$ cat src/rtl/digitron_pkg.sv
// Shared definitions for the digitron display path.
//   state_e      : display-owner states of the source arbiter
//   GNT_SRC0/1/2 : one-hot grant codes {src2,src1,src0}
//   DIGIT_W      : width of a six-digit hex value
//   grant_of()   : maps an owner state to its one-hot grant code
package digitron_pkg;

  localparam int unsigned DIGIT_W = 24;

  typedef enum logic [1:0] {
    S_LIVE  = 2'd0,
    S_HOLD1 = 2'd1,
    S_HOLD2 = 2'd2
  } state_e;

  localparam logic [2:0] GNT_SRC0 = 3'b001;
  localparam logic [2:0] GNT_SRC1 = 3'b010;
  localparam logic [2:0] GNT_SRC2 = 3'b100;

  function automatic logic [2:0] grant_of(state_e s);
    case (s)
      S_HOLD1: grant_of = GNT_SRC1;
      S_HOLD2: grant_of = GNT_SRC2;
      default: grant_of = GNT_SRC0;
    endcase
  endfunction

endpackage

$ cat src/rtl/ms_tick_gen.sv
// Millisecond prescaler: counts 0..CLK_DIV-1 and raises tick_o for the one
// cycle in which the count sits at CLK_DIV-1. clr_i restarts the count at 0
// on the next cycle.
// Ports:
//   clk_i  : clock
//   rst_i  : synchronous reset, active-high
//   clr_i  : synchronous restart of the count
//   tick_o : one-cycle tick, once per CLK_DIV cycles
module ms_tick_gen #(
  parameter int unsigned CLK_DIV = 50000
) (
  input  logic clk_i,
  input  logic rst_i,
  input  logic clr_i,
  output logic tick_o
);

  localparam int unsigned CNT_W = (CLK_DIV > 1) ? $clog2(CLK_DIV) : 1;
  localparam logic [CNT_W-1:0] LAST = CNT_W'(CLK_DIV - 1);

  logic [CNT_W-1:0] cnt_q, cnt_d;

  assign tick_o = (cnt_q == LAST);

  always_comb begin
    cnt_d = cnt_q + CNT_W'(1);
    if (clr_i || tick_o) cnt_d = '0;
  end

  always_ff @(posedge clk_i) begin
    if (rst_i) cnt_q <= '0;
    else       cnt_q <= cnt_d;
  end

endmodule

$ cat src/rtl/digitron_source_arbiter.sv
// Fixed-priority arbiter sharing the six-digit scan driver between the live
// value (Src0), key messages (Src1) and alarm messages (Src2, highest).
// A granted message is held for HOLD_MS ms, then the live value returns.
// Optional feature macro: DIGITRON_BLINK_EN -- blinks the display (Blank_Out)
// with a BLINK_MS half-period while an alarm message is shown.
// Ports:
//   CLK, RST           : clock, synchronous active-high reset
//   Src0_Num           : live value, shown when no message owns the display
//   Src1_Req/Src1_Num  : key message request (level) and value
//   Src2_Req/Src2_Num  : alarm message request (level) and value
//   Src1_Ack/Src2_Ack  : one-cycle accept pulses
//   Grant              : one-hot owner {src2,src1,src0}
//   Hex_SixNum         : value to the scan driver
//   Blank_Out          : 1 = blank all digits
module digitron_source_arbiter
  import digitron_pkg::*;
#(
  parameter int unsigned CLK_DIV  = 50000,
  parameter int unsigned HOLD_MS  = 2000,
  parameter int unsigned BLINK_MS = 250
) (
  input  logic               CLK,
  input  logic               RST,
  input  logic [DIGIT_W-1:0] Src0_Num,
  input  logic               Src1_Req,
  input  logic [DIGIT_W-1:0] Src1_Num,
  input  logic               Src2_Req,
  input  logic [DIGIT_W-1:0] Src2_Num,
  output logic               Src1_Ack,
  output logic               Src2_Ack,
  output logic [2:0]         Grant,
  output logic [DIGIT_W-1:0] Hex_SixNum,
  output logic               Blank_Out
);

  localparam int unsigned HOLD_W = $clog2(HOLD_MS + 1);

  state_e              state_q, state_d;
  logic [HOLD_W-1:0]   hold_q, hold_d;
  logic [DIGIT_W-1:0]  hex_q, hex_d;
  logic [2:0]          gnt_q;
  logic                ack1_q, ack2_q;
  logic                acc1, acc2, expire, tick;

  ms_tick_gen #(.CLK_DIV(CLK_DIV)) u_tick (
    .clk_i  (CLK),
    .rst_i  (RST),
    .clr_i  (acc1 | acc2),
    .tick_o (tick)
  );

  always_comb begin
    acc1    = 1'b0;
    acc2    = 1'b0;
    state_d = state_q;
    hold_d  = hold_q;
    expire  = (state_q != S_LIVE) && tick && (hold_q == HOLD_W'(1));
    // Src1 waits behind an alarm until that alarm's hold expires.
    if (Src2_Req)                                       acc2 = 1'b1;
    else if (Src1_Req && (state_q != S_HOLD2 || expire)) acc1 = 1'b1;

    if (acc2)        state_d = S_HOLD2;
    else if (acc1)   state_d = S_HOLD1;
    else if (expire) state_d = S_LIVE;

    if (acc1 || acc2)                    hold_d = HOLD_W'(HOLD_MS);
    else if (state_q != S_LIVE && tick)  hold_d = hold_q - HOLD_W'(1);

    if (acc2)                   hex_d = Src2_Num;
    else if (acc1)              hex_d = Src1_Num;
    else if (state_d == S_LIVE) hex_d = Src0_Num;
    else                        hex_d = hex_q;
  end

  always_ff @(posedge CLK) begin
    if (RST) begin
      state_q <= S_LIVE;
      hold_q  <= '0;
      hex_q   <= '0;
      gnt_q   <= GNT_SRC0;
      ack1_q  <= 1'b0;
      ack2_q  <= 1'b0;
    end else begin
      state_q <= state_d;
      hold_q  <= hold_d;
      hex_q   <= hex_d;
      gnt_q   <= grant_of(state_d);
      ack1_q  <= acc1;
      ack2_q  <= acc2;
    end
  end

  assign Src1_Ack   = ack1_q;
  assign Src2_Ack   = ack2_q;
  assign Grant      = gnt_q;
  assign Hex_SixNum = hex_q;

`ifdef DIGITRON_BLINK_EN
  localparam int unsigned BLINK_W = $clog2(BLINK_MS + 1);

  logic [BLINK_W-1:0] blink_q, blink_d;
  logic               blank_q, blank_d;

  // Blink phase restarts unblanked on every alarm accept; the counter
  // reloads on each phase toggle so the half-period stays BLINK_MS ticks.
  always_comb begin
    blink_d = blink_q;
    blank_d = blank_q;
    if (acc2) begin
      blink_d = BLINK_W'(BLINK_MS);
      blank_d = 1'b0;
    end else if (state_d != S_HOLD2) begin
      blink_d = '0;
      blank_d = 1'b0;
    end else if (tick) begin
      if (blink_q == BLINK_W'(1)) begin
        blink_d = BLINK_W'(BLINK_MS);
        blank_d = ~blank_q;
      end else begin
        blink_d = blink_q - BLINK_W'(1);
      end
    end
  end

  always_ff @(posedge CLK) begin
    if (RST) begin
      blink_q <= '0;
      blank_q <= 1'b0;
    end else begin
      blink_q <= blink_d;
      blank_q <= blank_d;
    end
  end

  assign Blank_Out = blank_q;
`else
  assign Blank_Out = 1'b0;
`endif

endmodule

$ cat config.mk
export PLATFORM = sky130hd
export DESIGN_NAME = digitron_source_arbiter
export DESIGN_NICKNAME = d
export VERILOG_FILES = /design/src/rtl/digitron_pkg.sv /design/src/rtl/ms_tick_gen.sv /design/src/rtl/digitron_source_arbiter.sv
export SDC_FILE = /design/constraint.sdc
export NUM_CORES = 1
export LEC_CHECK = 0
export ABC_CLOCK_PERIOD_IN_PS = 7300
export CAP_MARGIN = 30
export CORE_MARGIN = 10
export CORE_UTILIZATION = 52
export CTS_BUF_LIST = sky130_fd_sc_hd__clkbuf_4
export DETAILED_ROUTE_END_ITERATION = 10
export GPL_TIMING_DRIVEN = 0
export PLACE_DENSITY = 0.86
export SYNTH_ARGS = -nofsm -noshare
export SYNTH_HDL_FRONTEND = slang
export SYNTH_SLANG_ARGS = --single-unit
$ cat constraint.sdc
create_clock -name CLK -period 7.3 [get_ports CLK]
set_clock_uncertainty 0.2 [all_clocks]
set_input_delay 1.095 -clock CLK [delete_from_list [all_inputs] [get_ports CLK]]
set_output_delay 1.095 -clock CLK [all_outputs]
set_load 0.005 [all_outputs]
# After elaboration in Yosys (flattened, before gate mapping)
# Index checks and enable logic that the tools add are counted.
[word_totals]
out_inout_bits = 30
regBits = 58
[classes]
reduce_logical = 12
mux = 12
n_addsub = 2
n_eq_ne = 5
bitwise = 1
[op_table]
columns = ["operator", "count"]
rows = [
  ["$mux W24", 3],
  ["$mux W11", 2],
  ["$add A16 B1 Y16 const B", 1],
  ["$eq A16 B16 Y1 const B", 1],
  ["$eq A11 B1 Y1 const B", 1],
  ["$sub A11 B1 Y11 const B", 1],
  ["$mux W2", 3],
  ["$pmux W3 S2", 1],
  ["$reduce_bool A2 Y1", 2],
  ["$reduce_or A2 Y1", 2],
  ["$logic_and A1 B1 Y1", 3],
  ["$logic_or A1 B1 Y1", 3],
  ["$mux W1", 3],
  ["$reduce_bool A3 Y1", 1],
  ["$eq A2 B1 Y1 const B", 1],
  ["$eq A2 B2 Y1 const B", 1],
  ["$logic_not A2 Y1", 1],
  ["$ne A2 B2 Y1 const B", 1],
  ["$or A1 B1 Y1", 1],
]

# Depth between registers and ports, before layout
# Gate-level depths: netlist (run 1).
[depth]
depth_word = 13
ltp_mapped = 12
mapped_depth_nobuf = 9

# By module
# Synthesis (run 1) repeated with hierarchy kept, for this count alone.
[unflattened]
cells_unflattened = 364
hier_area_um2 = 3204.3
[modules_own_cells]
columns = ["module", "cells_each", "area_each_um2", "n_inst", "seq_area_each_um2"]
rows = [
  ["digitron_source_arbiter", 284, 2483.6, 1, 840.8],
  ["ms_tick_gen", 80, 720.7, 1, 320.3],
]

# Worst setup path before layout (run 1)
# Ideal clock, no wire load.
[synth_path]
path_type = "input port to flip-flop"
start = "in Src1_Req"
end = "reg hex_q[13], in the netlist Hex_SixNum[13]"
required_time_ns = 6.948
cell_stages = 10
arrival_time_ns = 3.028
setup_ns = 0.152
path_buffers = 5
setup_slack_ns = 3.920
path_cell_list = "clkbuf_1 > and2_1 > clkbuf_1 > clkbuf_1 > o21ba_2 > ha_1 > clkbuf_1 > o21bai_2 > buf_2 > a221oi_2"
[synth_via]
elab_chain_cells = 7
word_cells_on_any_way = 9
classes_between = "6 x mux; 3 x reduce/logical"
[synth_rtl]
columns = ["element", "line", "source"]
rows = [
  ["from (decl)", "digitron_source_arbiter.sv:25", "input logic Src1_Req,"],
  ["$logic_and A1 B1 Y1 *", "digitron_source_arbiter.sv:60", "else if (Src1_Req && (state_q != S_HOLD2 || expire)) acc1 = 1'b1;"],
  ["$mux W1 *", "digitron_source_arbiter.sv:60", ""],
  ["$mux W1 *", "digitron_source_arbiter.sv:59", "if (Src2_Req) acc2 = 1'b1;"],
  ["$mux W2", "digitron_source_arbiter.sv:63", "else if (acc1) state_d = S_HOLD1;"],
  ["$mux W2", "digitron_source_arbiter.sv:62", "if (acc2) state_d = S_HOLD2;"],
  ["$logic_not A2 Y1", "digitron_source_arbiter.sv:71", "else if (state_d == S_LIVE) hex_d = Src0_Num;"],
  ["$reduce_bool A3 Y1 (no source line)", "-", ""],
  ["to (signal assigned)", "digitron_source_arbiter.sv:79", "hex_q <= '0;"],
  ["to (signal assigned)", "digitron_source_arbiter.sv:86", "hex_q <= hex_d;"],
  ["to (decl)", "digitron_source_arbiter.sv:40", "logic [DIGIT_W-1:0] hex_q, hex_d;"],
]
# Mark *: on every way between the ends. The rest lies on a longest branch, timed or not.
# A chain may end at the register's enable or synchronous reset.

# Worst setup path in the final report (run 1)
[layout_path]
start = "in Src1_Req"
end = "reg hex_q[19], in the netlist Hex_SixNum[19]"
# The elaborated chain is that of the path after synthesis.

==> reports/qor.yml, run 1 <==
status:
  status: "finished clean"
layout:
  fin_nets: 595
  drive_gt1_frac: 0.0946
  design_area_sq_mm: 0.00457
  syn2layout_area_growth_pct: 36.7
  antennaDiodeCount: 0
setup_path:
  r2r_setup_slack_ns: 3.80
  worstPathRequired_ns: 7.42
  path_class: "in -> reg"
  worstPathMaxFanout: 10
  slowest_stage: "clkbuf_1"
  ff2ff_path_depth: 12
  crit_chain: "clkbuf_1, and2_1, clkbuf_1, clkbuf_1, o21ba_2, ha_1, clkbuf_1, clkbuf_1, nor2_1, a221oi_2"
  r2r_start: "u_tick.cnt_q[0]"
  endpoint_kind: "register"
  startpoint_type: "primary input"
  critPathMaxStageDelay_ns: 0.48
  r2r_end: "Hex_SixNum[19]"
  cp_data_arrival_time_ns: 3.96
  cp_common_cell: "clkbuf_1"
sta:
  fin_crit_ns: 3.84
  rsz0062_at_grt: "no"
  tightestPinTransition_ns: 0.724
  hold_violations: 0
  period_share: 0.526
  fmax_ghz: 0.260
  maxSlewHeadroom: 0.513
  setup_viol: 0
  final_max_slew_viol_count: 0
  finalSetupTns_ns: 0
place:
  place_congestion: 0.930
  dpl.hpwl_mm: 8.54
  post_dp_cell_area_sq_mm: 0.00446
  portBuffers: 102
power:
  power_frac_comb: 0.268
  power_mw: 0.741
  power_switching_mw: 0.218
  seqPwrFrac: 0.470
  ir_drop_uv: 169
  leakage_nw: 1.63
  power_density_mw_per_mm2: 162
  switching_share: 0.294
  p_int_mw: 0.523
  pwr-share-clk: 0.262
route:
  wl_mm: 11.0
  drc: 0
  via_per_inst: 5.90
  antenna_left: 0
  drt_pre_antenna_iters: 5
  vias: 3508
  drtIter0Drc: 195
  wl_per_cell_um: 18.6
clock_tree:
  cts_tree: "done"
  cts_buffers: 9
  cts_root_buf: "clkbuf_4"
  h-tree-depth: 3
  post_cts_buffers: 0
  numClockSinks: 58
  cts_resized: 0
  clk_pin_slew_worst_paths_ns: 0.09
  cts_hold_buf: 0
  clk_latency_ns: 0.41
  cts_max_path_buffers: 2
logic_synthesis:
  synth_edf_count: 0
  synth_cell_type_count: 46
  syn_avg_cell_area_sq_um: 8.35
  synth_top_family_by_area: "compound AO/OA/AOI/OAI gates"
  synth_compound_gate_area_share: 0.270
  synth_xor_area_frac: 0.0603
  yosys_most_used_dff: "dfxtp_1"
  synth.area.mux_share: 0
  synthSimpleGateAreaFrac: 0.245
  postSynth.asyncResetShare: 0
  syn_nets: 482
  ys_seq_elements: 58
  synth_area_sq_mm: 0.00334
  ys_seq_area_frac: 0.348
  synthCells: 400
  yosysWarnings: 0
  synthAdderAreaFrac: 0.0225
die:
  die_w_um: 100
  rows: 29
  die-area_sq_mm: 0.0100
  start_util: 0.532
  dieHeight_um: 100
  core-area_sq_mm: 0.00628
  io_pins: 106
hold_path:
  hold_depth: 1
  hold_class: "reg -> reg"
  min_to: "u_tick.cnt_q[0]"
  min_from: "u_tick.cnt_q[0]"
grt:
  track_usage: 0.208
  gr-total-overflow: 0
  grt_pass1_wl_mm: 17.1
  grt_pass1_vias: 3461
  grt_antenna_before_repair: 0
  grt_start_max_net_pins: 11
run:
  cap_violations: 0
==> synth_stat cells (all sizes together), types with 3 or more instances <==
cell / n / share of area
clkbuf: 23 / 0.026
o21ai: 27 / 0.040
xnor2: 13 / 0.034
nand3: 10 / 0.015
a21oi: 31 / 0.046
nand4: 3 / 0.0075
a221oi: 48 / 0.15
nor2b: 28 / 0.052
ha: 6 / 0.022
nor2: 54 / 0.061
nand2: 34 / 0.038
inv: 5 / 0.0056
and3: 5 / 0.0094
dfxtp: 58 / 0.35
nor4: 8 / 0.019
xor2: 10 / 0.026
buf: 10 / 0.022
==> power by group through the flow <==
stage / Combinational (mW) / Sequential [mW] / Clock (mW)
global placement: 0.192 / 0.355 / 0
finish: 0.198 / 0.349 / 0.194
floorplan: 0.0953 / 0.356 / 0
detailed placement: 0.197 / 0.356 / 0
global route: 0.215 / 0.351 / 0.209
CTS: 0.198 / 0.349 / 0.198
==> worst max-delay path, delay by kind of cell <==
kind / cells / cell delay [ns]
AO/OA/AOI/OAI: 2 / 0.50
adder cells (fa/ha/maj): 1 / 0.16
buffers and inverters: 5 / 1.88
AND/OR/NAND/NOR: 2 / 0.31
==> stage by stage <==
stage | util | std cells | worst slack (ns) | hold WS, ns
4_1_cts | 0.728 | 595 | 3.57 | 0.262
2_1_floorplan | - | 400 | 3.92 | 0.218
6_report | 0.728 | 595 | 3.46 | 0.258
3_3_place_gp | 0.710 | 579 | 3.24 | 0.230
5_1_grt | 0.728 | 595 | 3.31 | 0.291
3_5_place_dp | 0.710 | 579 | 3.14 | 0.247
==> flip-flops by register name, indices dropped and copies added, names as in the netlist <==
name          cells
Hex_SixNum       24
u_tick.cnt_q     16
hold_q           11
Grant             3
state_q           2
Src1_Ack          1
Src2_Ack          1
==> placed cells by master, fill, tap and decap left out, types with 12 or more instances in the layout <==
| cell type | n |
|---|---|
| clkdlybuf4s50_1 | 102 |
| nor2b_1 | 28 |
| o21ai_0 | 27 |
| nor2_1 | 54 |
| nand2_1 | 34 |
| clkbuf_4 | 12 |
| xnor2_1 | 13 |
| a221oi_2 | 15 |
| clkbuf_1 | 23 |
| a221oi_1 | 33 |
| a21oi_1 | 31 |
| dfxtp_1 | 58 |
==> logic make-up (layout without fill, tap and decap cells) <==
logic type / after synthesis / after routing
buffers and inverters: 38 / 156
AOI/OAI and AO/OA: 116 / 116
other: 1 / 1
and+or+nand+nor: 158 / 158
DFF: 58 / 58
adders and majority gates: 6 / 6
xor gates and xnor gates: 23 / 23
==> layer usage <==
layer,global-route usage,share of wire,vias up
li1,-,-,1686
met1,0.250,0.42,1664
met2,0.339,0.48,134
met3,0.0611,0.080,24
met4,0.0870,0.023,0
met5,0,0,-
==> area by class of cell <==
cell class / count / area, sq um
Multi-Input combinational cell: 304 / 2000
Fill cell: 489 / 1710
Sequential cell: 58 / 1160
Timing Repair Buffer: 102 / 1020
Buffer: 33 / 160
Tap cell: 77 / 96.3
Clock buffer: 12 / 90.1
Clock inverter: 4 / 18.8
Inverter: 5 / 18.8
==> worst max-delay path by stage <==
stage                        start  depth (start not counted)              to  slack [ns]
final                     Src1_Req                         10  Hex_SixNum[19]        3.46
after global routing      Src1_Req                         10  Hex_SixNum[19]        3.31
after CTS                 Src1_Req                         10  Hex_SixNum[19]        3.57
after detailed placement  Src1_Req                         10  Hex_SixNum[19]        3.14
after global placement    Src1_Req                         10  Hex_SixNum[20]        3.24
after floorplan           Src1_Req                         10  Hex_SixNum[13]        3.92
Power figures use the tool's default switching activity.
==> run 2, diff against run 1 <==
--- a/config.mk
+++ b/config.mk
@@ -5,14 +5,14 @@
 export SDC_FILE = /design/constraint.sdc
 export NUM_CORES = 1
 export LEC_CHECK = 0
-export ABC_CLOCK_PERIOD_IN_PS = 7300
+export ABC_CLOCK_PERIOD_IN_PS = 3200
 export CAP_MARGIN = 30
 export CORE_MARGIN = 10
-export CORE_UTILIZATION = 52
+export CORE_UTILIZATION = 44
 export CTS_BUF_LIST = sky130_fd_sc_hd__clkbuf_4
 export DETAILED_ROUTE_END_ITERATION = 10
 export GPL_TIMING_DRIVEN = 0
-export PLACE_DENSITY = 0.86
+export PLACE_DENSITY = 0.78
 export SYNTH_ARGS = -nofsm -noshare
 export SYNTH_HDL_FRONTEND = slang
 export SYNTH_SLANG_ARGS = --single-unit
==> constraint.sdc (replaced) <==
create_clock -name CLK -period 3.2 [get_ports CLK]
set_clock_uncertainty 0.2 [all_clocks]
set_input_delay 0.48 -clock CLK [delete_from_list [all_inputs] [get_ports CLK]]
set_output_delay 0.48 -clock CLK [all_outputs]
set_load 0.005 [all_outputs]
==> run 2 against run 1 <==
- flip-flop and latch count unchanged
- final cell count up 3.5%
- sequential power up 130%
- global-route usage down 1.6 points
- sequential share of layout area down 0.54 points
- worst setup slack worse by 3.3 ns
- hold slack better by 0.0050 ns
- largest power group unchanged
==> reports/qor.yml, run 2 (same netlist as run 1, synthesis figures left out) <==
clock_tree:
  cts_buffers: 9
  cts_tree: "done"
  cts_max_path_buffers: 2
  h-tree-depth: 3
  cts_resized: 6
  numClockSinks: 58
  clk_pin_slew_worst_paths_ns: 0.11
  post_cts_buffers: 0
  cts_root_buf: "clkbuf_4"
  clk_latency_ns: 0.42
  cts_hold_buf: 0
die:
  dieHeight_um: 107
  die_w_um: 107
  start_util: 0.456
  die-area_sq_mm: 0.0115
  rows: 31
  io_pins: 106
  core-area_sq_mm: 0.00733
setup_path:
  path_class: "reg -> reg"
  worstPathRequired_ns: 3.32
  worstPathMaxFanout: 10
  slowest_stage: "dfxtp_1"
  cp_data_arrival_time_ns: 3.12
  endpoint_kind: "register"
  crit_chain: "ha_1, and3_1, buf_2, nand4_4, o21ai_2, nand2_1, a21o_1, ha_2, o21bai_2, buf_4, a221oi_1"
  critPathMaxStageDelay_ns: 0.38
  startpoint_type: "register"
route:
  wl_mm: 11.4
  drc: 0
  via_per_inst: 5.69
  drtIter0Drc: 133
  antenna_left: 0
  vias: 3506
  drt_pre_antenna_iters: 5
  wl_per_cell_um: 18.5
grt:
  grt_start_max_net_pins: 11
  grt_antenna_before_repair: 0
  grt_pass1_wl_mm: 18.1
  gr-total-overflow: 0
  grt_pass1_vias: 3531
  track_usage: 0.193
place:
  dpl.hpwl_mm: 8.66
  place_congestion: 0.892
  portBuffers: 102
sta:
  final_max_slew_viol_count: 0
  maxSlewHeadroom: 0.484
  setup_viol: 0
  period_share: 0.935
  hold_violations: 0
  fin_crit_ns: 2.99
  fmax_ghz: 0.334
  rsz0062_at_grt: "no"
  finalSetupTns_ns: 0
  tightestPinTransition_ns: 0.774
layout:
  final_util: 0.636
  fillerInstances: 627
  layout_common_cells: "102 x clkdlybuf4s50_1, 58 x dfxtp_1, 54 x nor2_1"
  largest_register_ffs: 24
  regArea_sq_mm: 0.00116
  antennaDiodeCount: 0
  drive_gt1_frac: 0.104
  syn2layout_area_growth_pct: 39.7
  multiInputGateArea_sq_mm: 0.00202
  layout_commonest_cell: "clkdlybuf4s50_1"
  fin_nets: 594
run:
  cap_violations: 0
power:
  ir_drop_uv: 269
  leakage_nw: 1.66
  power_density_mw_per_mm2: 398
hold_path:
  hold_class: "reg -> reg"
status:
  status: "finished clean"
run 2: cell types whose count changed in the layout (fill, tap and decap cells not counted), moves of 2 or more:
cell,change
bufinv_16,+2
clkbuf_4,-2
clkbuf_1,-4
o21ai_0,-2
run 2: layer usage:
layer  track usage  part of all wire
met4        0.0754             0.021
met3        0.0533             0.084
met2         0.315              0.49
met5             0                 0
met1         0.234              0.41
run 2: cell type report:
| cell class | instances | area share |
|---|---|---|
| Tap cell | 99 | 0.0265 |
| Clock buffer | 10 | 0.0161 |
| Multi-Input combinational cell | 304 | 0.432 |
| Buffer | 32 | 0.0362 |
| Clock inverter | 6 | 0.0174 |
| Timing Repair Buffer | 102 | 0.219 |
| Inverter | 5 | 0.00402 |
| Sequential cell | 58 | 0.249 |
run 2: worst max-delay path, delay by kind of cell, from the launching register on:
family	cells	cell delay (ns)
flops	1	0.38
simple gates	3	0.47
compound gates	4	0.99
fa+ha+maj	2	0.46
buf+inv	2	0.40
run 2: per-stage QoR:
| stage | power, mW | hold WS, ns | cells | area (sq um) | setup WS (ns) |
|---|---|---|---|---|---|
| after floorplan | 1.03 | 0.218 | 400 | 3340 | 0.294 |
| after global placement | 1.25 | 0.229 | 601 | 4490 | -0.323 |
| after detailed placement | 1.26 | 0.247 | 601 | 4490 | -0.408 |
| after CTS | 1.86 | 0.256 | 616 | 4650 | 0.0199 |
| after global routing | 1.94 | 0.284 | 616 | 4670 | 0.0283 |
| final | 1.86 | 0.263 | 616 | 4670 | 0.206 |
run 2: worst paths after layout:
| kind | depth (start not counted) | start | to | slack [ns] |
|---|---|---|---|---|
| worst max-delay path | 11 | u_tick.cnt_q[0] | Hex_SixNum[8] | 0.21 |
| worst min-delay path | 1 | u_tick.cnt_q[0] | u_tick.cnt_q[0] | 0.26 |
| worst max register to register | 11 | u_tick.cnt_q[0] | Hex_SixNum[8] | 0.21 |
| worst min register to register | 1 | u_tick.cnt_q[0] | u_tick.cnt_q[0] | 0.26 |
run 2: where the power goes:
part / total (mW) / switching [mW] / internal [mW]
Clock: 0.603 / 0.282 / 0.320
Sequential: 0.793 / 0.0262 / 0.767
Combinational: 0.460 / 0.210 / 0.249
Total: 1.86 / 0.519 / 1.34
==> run 3, diff against run 2 <==
--- a/config.mk
+++ b/config.mk
@@ -6,7 +6,6 @@
 export NUM_CORES = 1
 export LEC_CHECK = 0
 export ABC_CLOCK_PERIOD_IN_PS = 3200
-export CAP_MARGIN = 30
 export CORE_MARGIN = 10
 export CORE_UTILIZATION = 44
 export CTS_BUF_LIST = sky130_fd_sc_hd__clkbuf_4
==> results of run 3 <==
Same layout as run 2: the final DEF is identical, and so are final timing and power.
